### config.mk
export PLATFORM = sky130hd
export DESIGN_NAME = loopback_marker_gen
export DESIGN_NICKNAME = d
export VERILOG_FILES = /design/src/rtl/tx_marker_pkg.sv /design/src/rtl/marker_period_timer.sv /design/src/rtl/loopback_marker_gen.sv
export SDC_FILE = /design/constraint.sdc
export NUM_CORES = 1
export LEC_CHECK = 0
export CAP_MARGIN = 20
export CORE_MARGIN = 2
export CORE_UTILIZATION = 57
export DETAILED_ROUTE_END_ITERATION = 16
export PLACE_DENSITY_LB_ADDON = 0.05
export RECOVER_POWER = 100
export SYNTH_ARGS = -nofsm -noshare
export SYNTH_HDL_FRONTEND = slang
export SYNTH_HIERARCHICAL = 1
export SYNTH_SLANG_ARGS = --single-unit
export TNS_END_PERCENT = 5
### constraint.sdc
create_clock -name TX_CLK -period 5.9 [get_ports TX_CLK]
set_input_delay 1.18 -clock TX_CLK [delete_from_list [all_inputs] [get_ports TX_CLK]]
set_output_delay 1.18 -clock TX_CLK [all_outputs]
set_load 0.005 [all_outputs]
### src/rtl/tx_marker_pkg.sv
// Shared constants and state type for the loopback MARKER frame generator.
package tx_marker_pkg;

  localparam logic [7:0] K28_0       = 8'h1C;
  localparam logic [7:0] K28_5       = 8'hBC;
  localparam int         FRAME_WORDS = 3;

  typedef enum logic [2:0] {
    IDLE = 3'd0,
    W0   = 3'd1,
    W1   = 3'd2,
    W2   = 3'd3,
    GAP  = 3'd4
  } marker_state_e;

  // Check byte of W2: the type folded with both sequence bytes.
  function automatic logic [7:0] marker_check(input logic [7:0] mtype, input logic [15:0] seq);
    return mtype ^ seq[15:8] ^ seq[7:0];
  endfunction

endpackage

### src/rtl/marker_period_timer.sv
// Free-running auto-marker interval timer; tick_o is high on the last count of each period.
module marker_period_timer #(
  parameter int PERIOD = 1024
) (
  input  logic clk_i,
  input  logic rst_ni,
  input  logic auto_en_i,
  output logic tick_o
);

  localparam int            CW   = $clog2(PERIOD);
  localparam logic [CW-1:0] LAST = CW'(PERIOD - 1);

  logic [CW-1:0] cnt_q, cnt_d;

  always_comb begin
    cnt_d = cnt_q;
    if (!auto_en_i || (cnt_q == LAST)) begin
      cnt_d = '0;
    end else begin
      cnt_d = cnt_q + CW'(1);
    end
  end

  always_ff @(posedge clk_i or negedge rst_ni) begin
    if (!rst_ni) begin
      cnt_q <= '0;
    end else begin
      cnt_q <= cnt_d;
    end
  end

  assign tick_o = auto_en_i && (cnt_q == LAST);

endmodule

### src/rtl/loopback_marker_gen.sv
// Loopback MARKER frame generator: queues one request, waits for a fiber-idle slot,
// emits the 3-word frame, then enforces an inter-frame gap.
module loopback_marker_gen
  import tx_marker_pkg::*;
#(
  parameter int         PERIOD    = 1024,
  parameter int         GAP_WORDS = 4,
  parameter logic [7:0] AUTO_TYPE = 8'hA5
) (
  input  logic          TX_CLK,
  input  logic          RESET_N,
  input  logic          MARKER_REQ,
  input  logic [7:0]    MARKER_TYPE,
  input  logic          AUTO_EN,
  input  logic          FIBER_IDLE,
  output logic [15:0]   MARKER_DATA,
  output logic [1:0]    MARKER_KCHAR,
  output logic          MARKER_EN,
  output logic          MARKER_BUSY,
  output logic [15:0]   MARKER_SEQ,
  output logic [7:0]    DROP_CNT,
  output marker_state_e dbg_state_o
);

  localparam int            GW       = $clog2(GAP_WORDS + 1);
  localparam logic [GW-1:0] GAP_LAST = GW'(GAP_WORDS - 1);

  marker_state_e state_q, state_d;
  logic          pending_q, pending_d;
  logic [7:0]    ptype_q, ptype_d;
  logic [7:0]    ftype_q, ftype_d;
  logic [15:0]   seq_q, seq_d;
  logic [7:0]    drop_q, drop_d;
  logic [GW-1:0] gap_q, gap_d;
  logic [15:0]   data_q, data_d;
  logic [1:0]    kchar_q, kchar_d;
  logic          en_q, en_d;
  logic          tick, req_any, issue;
  logic [7:0]    new_type;

  marker_period_timer #(.PERIOD(PERIOD)) u_timer (
    .clk_i     (TX_CLK),
    .rst_ni    (RESET_N),
    .auto_en_i (AUTO_EN),
    .tick_o    (tick)
  );

  // A simultaneous external request and timer tick merge into one external request.
  assign req_any  = MARKER_REQ | tick;
  assign new_type = MARKER_REQ ? MARKER_TYPE : AUTO_TYPE;

  always_comb begin
    state_d   = state_q;
    pending_d = pending_q;
    ptype_d   = ptype_q;
    ftype_d   = ftype_q;
    seq_d     = seq_q;
    drop_d    = drop_q;
    gap_d     = gap_q;
    data_d    = '0;
    kchar_d   = '0;
    en_d      = 1'b0;
    issue     = 1'b0;

    case (state_q)
      IDLE: begin
        if ((pending_q || req_any) && FIBER_IDLE) begin
          state_d = W0;
          issue   = 1'b1;
        end
      end
      W0: state_d = W1;
      W1: state_d = W2;
      W2: begin
        state_d = GAP;
        gap_d   = '0;
        seq_d   = seq_q + 16'd1;
      end
      GAP: begin
        if (gap_q == GAP_LAST) begin
          state_d = IDLE;
        end else begin
          gap_d = gap_q + GW'(1);
        end
      end
      default: state_d = IDLE;
    endcase

    if (req_any && pending_q && (drop_q != 8'hFF)) begin
      drop_d = drop_q + 8'd1;
    end
    if (issue) begin
      pending_d = 1'b0;
      ftype_d   = pending_q ? ptype_q : new_type;
    end else if (req_any && !pending_q) begin
      pending_d = 1'b1;
      ptype_d   = new_type;
    end

    // Word registers are loaded from the next state so the frame appears one edge after issue.
    case (state_d)
      W0: begin
        en_d    = 1'b1;
        data_d  = {K28_0, K28_5};
        kchar_d = 2'b11;
      end
      W1: begin
        en_d   = 1'b1;
        data_d = seq_q;
      end
      W2: begin
        en_d   = 1'b1;
        data_d = {ftype_q, marker_check(ftype_q, seq_q)};
      end
      default: ;
    endcase
  end

  always_ff @(posedge TX_CLK or negedge RESET_N) begin
    if (!RESET_N) begin
      state_q   <= IDLE;
      pending_q <= 1'b0;
      ptype_q   <= '0;
      ftype_q   <= '0;
      seq_q     <= '0;
      drop_q    <= '0;
      gap_q     <= '0;
      data_q    <= '0;
      kchar_q   <= '0;
      en_q      <= 1'b0;
    end else begin
      state_q   <= state_d;
      pending_q <= pending_d;
      ptype_q   <= ptype_d;
      ftype_q   <= ftype_d;
      seq_q     <= seq_d;
      drop_q    <= drop_d;
      gap_q     <= gap_d;
      data_q    <= data_d;
      kchar_q   <= kchar_d;
      en_q      <= en_d;
    end
  end

  assign MARKER_DATA  = data_q;
  assign MARKER_KCHAR = kchar_q;
  assign MARKER_EN    = en_q;
  assign MARKER_BUSY  = pending_q | (state_q != IDLE);
  assign MARKER_SEQ   = seq_q;
  assign DROP_CNT     = drop_q;
  assign dbg_state_o  = state_q;

endmodule
==> results.sh <==
export IMPL_synthFlopType="dfrtp_1"
export IMPL_crit_fanout=22
export IMPL_finalHoldViolCount=0
export IMPL_status="complete, but fails checks"
export IMPL_drive_gt1_share_pct=6.701
export IMPL_ys_types=50
export IMPL_fillerInstances=446
export IMPL_ios=60
export IMPL_tns_ns=0
export IMPL_die_h_um=82.23
export IMPL_cts_max_level=3
export IMPL_worstPathArrival_ns=3.62
export IMPL_slowest_stage="nand2b_1"
export IMPL_synth_seq_cells=75
export IMPL_required_ns=6.11
export IMPL_worstSetupEndpointType="register"
export IMPL_synth_area_mm2=0.003488
export IMPL_violations="capacitance limit, slew limit"
export IMPL_post_synth_and_or_nand_nor_area_fraction_pct=18.62
export IMPL_synth_top_area_share_pct=53.80
export IMPL_wl_per_cell_um=15.48
export IMPL_ys_warn_count=6
export IMPL_slew_headroom_pct=-18.57
export IMPL_area_growth_pct=24.21
export IMPL_fmax_ghz=0.2938
export IMPL_syn_num_nets=344
export IMPL_core_area_mm2=0.005921
export IMPL_synth_fa_ha_area_share_pct=1.793
export IMPL_grt_first_pass_wirelength_um=12070
export IMPL_detail_route_first_pass_iterations=4
export IMPL_hold_class="reg -> reg"
export IMPL_final_common_cell="dfrtp_1"
export IMPL_setup_viol=0
export IMPL_path_class="in -> reg"
export IMPL_io_buffers=59
export IMPL_cts_buffer_depth=2
export IMPL_avgViaCountPerCell=5.626
export IMPL_cts_resized=0
export IMPL_synth_mux_area_share_pct=3.085
export IMPL_cp_top_family="simple AND/OR/NAND/NOR gates"
export IMPL_grt_max_degree=76
export IMPL_final_util_pct=73.18
export IMPL_cellLeakagePower_uw=0.002004
export IMPL_die_x_um=82.23
export IMPL_vias=2605
export IMPL_ant_nets=0
export IMPL_cts_sinks=75
export IMPL_maxSlewViolCount=17
export IMPL_power_density_mw_per_mm2=437.0
export IMPL_finalClockSkew_ns=0.005490
export IMPL_hold_ws_ns=0.4933
export IMPL_postCtsSetupBuffers=0
export IMPL_gp_congestion=0.8364
export IMPL_post_dp_hpwl_um=4962
export IMPL_synth_compound_area_share_pct=12.16
export IMPL_cp_num_buf_inv=2
export IMPL_synth_largest_area_cell="dfrtp_1"
export IMPL_drv_cap=1
export IMPL_synth_edff_count=0
export IMPL_crit_chain="dlygate4sd3_1 > nand2_1 > nor4_1 > nor3_1 > nand2b_1 > inv_1 > a221o_1"
export IMPL_cts_made_buffers=9
export IMPL_initial_core_util_pct=58.92
export IMPL_mostFrequentLayoutCells="75 x dfrtp_1, 48 x dlygate4sd3_1, 38 x nand2_1"
export IMPL_start_kind="primary input"
export IMPL_avgSynthCellArea_um2=10.70
export IMPL_nets=401
export IMPL_ctsHoldBuffers=0
export IMPL_grt_util_all_layers_pct=23.98
export IMPL_synth_area_leaders="dfrtp_1 54%, xnor2_1 4.8%, nand2_1 4.1%, xor2_1 3.0%, nor2_1 2.9%"
export IMPL_antenna_found_initial=0
export IMPL_die_area_mm2=0.006762
export IMPL_r2r_cells=7
export IMPL_worstMarginPinSlew_ns=1.775
export IMPL_diodes=0
export IMPL_timing_final_crit_share_pct=57.69
export IMPL_fin_crit_ns=3.404
export IMPL_rsz0062_at_grt="no"
export IMPL_path_clk_slew_ns=0.08
export IMPL_root_buffer="clkbuf_8"
export IMPL_drt_total_wl_um=7166
export IMPL_synth_seq_area_share_pct=53.80
export IMPL_synthXorXnorAreaFrac_pct=7.783
export IMPL_peakVddDrop_mv=0.2921
export IMPL_drc=0
export IMPL_clock_latency_ns=0.34
export IMPL_holdPathStages=1
export IMPL_cts_tree="built"
export IMPL_core_rowCount=28
export IMPL_drt_iter0_drc=221
export IMPL_grt_pass1_vias=2394
export IMPL_crit_cells=7
export IMPL_grt_overflow=0
export IMPL_synth_cells=326
export IMPL_max_stage_delay_ns=0.66
export IMPL_async_reset_ff_share_pct=100.0
export IMPL_synth_top_family_by_area="simple AND/OR/NAND/NOR gates"
[Yosys cell counts (2+ instances only)]
cell and number:
a221o_1 4, o211ai_1 5, and4_1 3, buf_2 5, nor2_1 27, nor2b_1 6
nor3_1 2, a21oi_1 14, o31ai_1 3, xor2_1 12, nand3_1 10, or3_2 2
and2_1 5, a2bb2oi_1 4, xnor2_1 19, mux2_1 4, nand2_1 38, mux2i_1 4
a221oi_1 2, and3_1 3, or3_1 2, nand4_1 8, nand2b_1 3, inv_1 6
mux2_2 2, ha_1 5, o21ai_0 18, a22o_1 5, o21a_1 2, or4_1 3
dfrtp_1 75, buf_4 2, clkbuf_1 6
[routing by layer]
metal / wire length (um) / GRT usage (%) / vias up / part of all wire [%]
met4: 112 / 9.000 / 0 / 1.6
met3: 282 / 4.239 / 12 / 3.9
met1: 3371 / 34.57 / 1254 / 47
met2: 3399 / 36.45 / 75 / 47
li1: - / - / 1264 / -
met5: 0 / 0 / - / 0
[sequential cells by signal, indices dropped and copies added (netlist names), 3 cells and up]
register and count:
DROP_CNT 8, gap_q 3, ptype_q 8, dbg_state_o 3, MARKER_SEQ 16, u_timer/cnt_q 10
MARKER_DATA 16, ftype_q 8
[cell families after synthesis]
group | Yosys count
adders and majority gates | 5
AOI/OAI and AO/OA | 62
DFF | 75
buffers and inverters | 20
and+or+nand+nor | 123
muxes | 10
xor gates and xnor gates | 31
[power breakdown]
| part | leakage [uW] | switching (uW) | internal, uW |
|---|---|---|---|
| Clock | 0.000123 | 182 | 291 |
| Sequential | 0.000978 | 163 | 666 |
| Combinational | 0.000902 | 280 | 312 |
| Total | 0.00200 | 625 | 1270 |
[stage by stage]
step	total power, uW	setup WS (ns)	area (um^2)	instances
finish	1894	2.496	4333	463
global route	2033	2.235	4333	463
CTS	1950	2.619	4343	463
detailed placement	1469	2.325	4101	447
global placement	1444	2.423	4101	447
floorplan	1191	3.329	3488	326
[worst reg2reg max path: stages, from the launching register on]
cell      delay, ns
dfrtp_1        0.43
ha_1           0.28
nand2_1        0.15
nor4_1         0.70
nor3_1         0.24
nand2b_1       0.55
inv_1          0.31
a221o_1        0.17
[final cells by class]
type,count,area (um^2),area share (%)
Clock buffer,11,141.4,3.263
Clock inverter,5,100.1,2.310
Inverter,6,22.52,0.5198
Multi-Input combinational cell,231,1505,34.74
Sequential cell,75,1877,43.32
Tap cell,75,93.84,2.166
Timing Repair Buffer,60,593.1,13.69
[worst paths after layout]
check / to / from / slack (ns)
max: MARKER_DATA[10] / AUTO_EN / 2.50
min: ptype_q[6] / ptype_q[6] / 0.49
max reg2reg: MARKER_DATA[10] / u_timer/cnt_q[0] / 3.00
min reg2reg: ptype_q[6] / ptype_q[6] / 0.49
max in group asynchronous: ftype_q[2] / RESET_N / 4.25
min in group asynchronous: u_timer/cnt_q[2] / RESET_N / 1.06
Note: power is estimated with default switching activity, not from simulation.
==> edit 1, RTL diff (config.mk and constraints unchanged) <==
The parameter `GAP_WORDS` goes from 4 to 2.
--- a/src/rtl/loopback_marker_gen.sv
+++ b/src/rtl/loopback_marker_gen.sv
@@ -6,3 +6,3 @@
   parameter int         PERIOD    = 1024,
-  parameter int         GAP_WORDS = 4,
+  parameter int         GAP_WORDS = 2,
   parameter logic [7:0] AUTO_TYPE = 8'hA5
Formal check against the unedited RTL: not equivalent (a bounded check fails within 10 cycles, from zero or initial values and one cycle with RESET_N low).
==> edit 1 against the unedited design <==
  * The run still ends with max-capacitance violations, max-slew violations left
  * Synthesized cell count increased by 2.1%
  * Routed wire length down 0.89%
  * Cell count rose by 1.3%
  * Sequential share of layout area up 0.10 points
  * Clock power fell by 6.5%
  * Power shrank 2.9%
  * Core utilization fell by 0.71 points
  * Cell area is 1.6% lower
  * Synthesized area is 1.0% lower
  * Sequential cell count shrank 1
  * Worst setup slack better by 0.11 ns
  * Largest cell class unchanged
  * Highest routed layer unchanged
==> edit 1: results (changes against the unedited design) <==
metric;value;unit;change
Max Slew Vio Count;18;;+1
Total Routing Usage GR;23.4;%;-0.61 points
failing checks;max-capacitance violations, max-slew violations;;
ranking of synthesized cells by area;dfrtp_1 (54%), nand2_1 (4.0%), xor2_1 (3.8%), o21ai_0 (3.6%), xnor2_1 (3.6%);;
vias in the first global route;2439;;+1.9%
LEAKAGE;1.97;nW;-1.5%
layout cells sized above 1;7.61;%;+0.91 points
NetSw;0.000622;W;-0.44%
clk_skew;0.00902;ns;+0.00353 ns
Inst Count DP;453;;+1.3%
Max Cap Violations;1;;unchanged
CP Max Fanout;21;;-4.5%
post-CTS sizing;0;;unchanged
first-pass GRT wire length;11.6;mm;-3.5%
Final Net Count;406;;+1.2%
Initial DRC Count;165;;-25%
syn_nets;350;;+1.7%
Crit path arrival time;3.56;ns;-0.06 ns
dpl hpwl;4.93;mm;-0.60%
DP Area;0.00406;mm²;-1.1%
status;finished with violations;;
syn_area_per_cell;10.4;µm²;-3.1%
count of cell types in the netlist;46;;-8.0%
register area share after synthesis;53.6;%;-0.16 points
VDD IR-drop max;0.267;mV;-8.7%
DR vias/cell;5.62;;about the same
Final GP Congestion;0.825;;-1.3%
Worst slew margin;-26.4;%;-7.9 points
DR vias;2637;;+1.2%
Post-Route WL;7.10;mm;-0.89%
most frequent cells after synthesis;dfrtp_1 (74), nand2_1 (37), nor2_1 (29);;
largest net degree at the start of global routing;75;;-1.3%
## edit 1: cell types whose count changed after synthesis, moves of 4 or more
cell     before  now
o21ai_0      18   25
mux2_2        2    6
mux2_1        4    0
nand3_1      10   17
xnor2_1      19   14
and2_1        5    0
## edit 1: path summary, 6_finish.rpt
kind | slack [ns] | startpoint | to | cells past startpoint
max | 2.60 | AUTO_EN | MARKER_DATA[2] | 8
min | 0.54 | ptype_q[6] | ptype_q[6] | 2
max reg2reg | 3.14 | u_timer/cnt_q[0] | MARKER_DATA[2] | 8
min reg2reg | 0.54 | ptype_q[6] | ptype_q[6] | 2
max in group asynchronous | 4.26 | RESET_N | ptype_q[7] | 2
min in group asynchronous | 1.04 | RESET_N | u_timer/cnt_q[3] | 2
## edit 1: power groups by stage
| stage | Clock [W] | Combinational (W) | Sequential [W] |
|---|---|---|---|
| detailed placement | 0 | 0.000612 | 0.000834 |
| CTS | 0.000449 | 0.000617 | 0.000826 |
| global route | 0.000471 | 0.000649 | 0.000846 |
| floorplan | 0 | 0.000400 | 0.000773 |
| finish | 0.000443 | 0.000576 | 0.000821 |
| global placement | 0 | 0.000592 | 0.000831 |
## edit 1: layer usage
metal	GRT usage, %	routed length, µm
met1	33.6	3280
met2	35.6	3410
met3	3.85	302
met4	9.50	104
met5	0	0
## edit 1: cell families after synthesis
| family | Yosys count | share of synthesized area (%) |
|---|---|---|
| and+or+nand+nor | 126 | 19.1 |
| xor gates and xnor gates | 30 | 7.83 |
| buffers and inverters | 24 | 3.33 |
| DFF | 74 | 53.6 |
| AOI/OAI and AO/OA | 68 | 12.4 |
| adders and majority gates | 4 | 1.45 |
| muxes | 7 | 2.25 |
## edit 1: critical path, stage by stage
cell	delay [ns]
dlygate4sd3_1	0.58
nand2_1	0.07
nor4_1	0.58
or3_1	0.23
nand2_1	0.36
inv_1	0.32
a21oi_1	0.07
o21ai_0	0.15
## edit 1: cell type report
| type | count | area [µm²] |
|---|---|---|
| fill | 436 | 1620 |
| tap | 75 | 93.8 |
| clock buffer | 12 | 155 |
| sequential | 74 | 1850 |
| inverter | 9 | 33.8 |
| multi-input combinational | 235 | 1460 |
| timing repair buffer | 60 | 593 |
| clock inverter | 4 | 73.8 |
## edit 1: through the flow
stage	util, %	worst slack, ns	hold WS (ns)
final	72.5	2.60	0.539
after global placement	68.9	2.46	0.520
after global routing	72.5	2.33	0.560
after detailed placement	68.9	2.40	0.524
after CTS	72.8	2.69	0.539
after floorplan	-	3.28	0.489
==> edit 2, RTL diff (config.mk and constraints unchanged) <==
Without the edit above. Take the reset off `data_q` and load it in a clocked block of its own.
--- a/src/rtl/loopback_marker_gen.sv
+++ b/src/rtl/loopback_marker_gen.sv
@@ -127,3 +127,2 @@
       gap_q     <= '0;
-      data_q    <= '0;
       kchar_q   <= '0;
@@ -138,3 +137,2 @@
       gap_q     <= gap_d;
-      data_q    <= data_d;
       kchar_q   <= kchar_d;
@@ -142,2 +140,6 @@
     end
+  end
+
+  always_ff @(posedge TX_CLK) begin
+    data_q <= data_d;
   end
Formal check against the unedited RTL: not equivalent (a bounded check fails within 4 cycles, from zero or initial values and one cycle with RESET_N low).
==> edit 2 against the unedited design <==
  * The flow still finishes with violations (max-capacitance violations, max-slew violations)
  * Non-clock buffer count did not move
  * Fmax fell by 9.6%
  * Clock power fell by 20%
  * Worst setup slack got worse by 0.36 ns
  * First-iteration DRC count fell by 11%
  * Via count fell by 0.61%
  * Synthesized area fell by 2.3%
  * Cell area fell by 3.1%
  * Power fell by 5.2%
  * Sequential cell count did not move
  * Largest cell class unchanged
  * Routed wire length fell by 2.8%
==> edit 2: results (changes against the unedited design) <==
metric;value;unit;change
number of I/O port buffers;59;;unchanged
Max Cap Violations;2;;+1
status;finished with violations;;
CP Max Fanout;59;;+170%
CP startpoint;RESET_N;;
Reg2Reg Depth;7;;unchanged
asr flop ratio synth;78.7;%;-21 points
Final GP Congestion;0.821;;-1.9%
ranking of synthesized cells by area;dfrtp_1 (43%), dfxtp_1 (9.4%), xnor2_1 (4.9%), nand2_1 (4.2%), xor2_1 (3.1%);;
DP Area;0.00402;mm²;-2.0%
Post-Route WL;6.96;mm;-2.8%
Num CTS Buffers;9;;unchanged
first-pass GRT wire length;11.8;mm;-2.6%
Final Net Count;401;;unchanged
DR vias/cell;5.59;;-0.61%
max incr delay on CP;2.21;ns;+1.55 ns
Worst slew margin;-111;%;-92 points
Max Slew Vio Count;77;;+60
CTS H-tree depth;3;;unchanged
failing checks;max-capacitance violations, max-slew violations;;
CP delay by family, top;buffers and inverters;;
Reg2Reg Setup Slack;3.13;ns;+0.13 ns
worst setup path endpoint;dbg_state_o[1];;
Final Non-Filler Cells;463;;unchanged
largest net degree at the start of global routing;60;;-21%
area of the mapped netlist;0.00341;mm²;-2.3%
count of cell types in the netlist;51;;+2.0%
dpl hpwl;4.87;mm;-1.8%
syn_nets;344;;unchanged
register area share after synthesis;52.7;%;-1.1 points
Total Routing Usage GR;23.6;%;-0.37 points
ys flop type;dfrtp_1;;
most frequent cells after synthesis;dfrtp_1 (59), nand2_1 (38), nor2_1 (27);;
Initial DRC Count;197;;-11%
layout cells sized above 1;5.93;%;-0.77 points
worst r2r dst;MARKER_DATA[11];;
Mapped Cells;326;;unchanged
VDD IR-drop max;0.257;mV;-12%
CTS clk-pin slew, worst paths;0.07;ns;
CP max stage cell;clkbuf_1;;
LEAKAGE;1.89;nW;-5.6%
Crit path arrival time;3.51;ns;-0.11 ns
CTS Root Cell;clkbuf_8;;
clk_skew;0.00803;ns;+0.00254 ns
vias in the first global route;2433;;+1.6%
initial antenna violation count;0;;unchanged
-- edit 2: cell types whose count changed in the layout (fill, tap and decap cells not counted), sizes merged --
| cell | unedited run | this run |
|---|---|---|
| buf | 2 | 1 |
| bufinv | 3 | 1 |
| clkbuf | 11 | 14 |
| dfrtp | 75 | 59 |
| dfxtp | 0 | 16 |
-- edit 2: metrics by stage --
stage,power (W),setup slack (ns)
after floorplan,0.00119,3.33
after global placement,0.00144,2.47
after detailed placement,0.00147,2.38
after CTS,0.00185,2.75
after global routing,0.00192,1.43
final,0.00179,2.14
-- edit 2: report_power, final --
group / internal (W) / switching, W / leakage [nW]
logic: 0.000311 / 0.000278 / 0.899
registers: 0.000667 / 0.000158 / 0.897
clock network: 0.000206 / 0.000174 / 0.0974
total: 0.00118 / 0.000610 / 1.89
-- edit 2: kinds of logic after synthesis --
family	Yosys count	share of synthesized area, %
adders and majority gates	5	1.84
DFF	75	52.7
and+or+nand+nor	123	19.1
muxes	10	3.16
xor gates and xnor gates	31	7.97
buffers and inverters	20	2.83
AOI/OAI and AO/OA	62	12.4
-- edit 2: layer usage --
metal  share of wire, %  global-route usage (%)  vias up
met4               0.68                    8.98        0
met1                 49                    33.0     1254
met5                  0                       0        -
met2                 46                    36.0       66
met3                4.4                    5.33        4
li1                   -                       -     1265
-- edit 2: worst min path at each step --
stage                            end  slack (ns)       start
after floorplan           ptype_q[1]        0.46  ptype_q[1]
after global routing      ptype_q[1]        0.50  ptype_q[1]
after detailed placement  ptype_q[1]        0.48  ptype_q[1]
after CTS                 ptype_q[1]        0.49  ptype_q[1]
after global placement    ptype_q[4]        0.47  ptype_q[4]
final                     ptype_q[6]        0.49  ptype_q[6]
-- edit 2: cell type report --
type | instances | area [µm²]
clock buffer | 13 | 149
timing repair buffer | 60 | 589
fill | 469 | 1650
tap | 75 | 93.8
multi-input combinational | 231 | 1510
clock inverter | 3 | 40.0
inverter | 6 | 22.5
sequential | 75 | 1800
-- edit 2: worst register-to-register path: stages, from the launching register on --
cell      delay, ns
dfrtp_1        0.43
ha_1           0.29
nand2_1        0.15
nor4_1         0.63
nor3_1         0.22
nand2b_1       0.55
inv_1          0.29
a221o_1        0.15
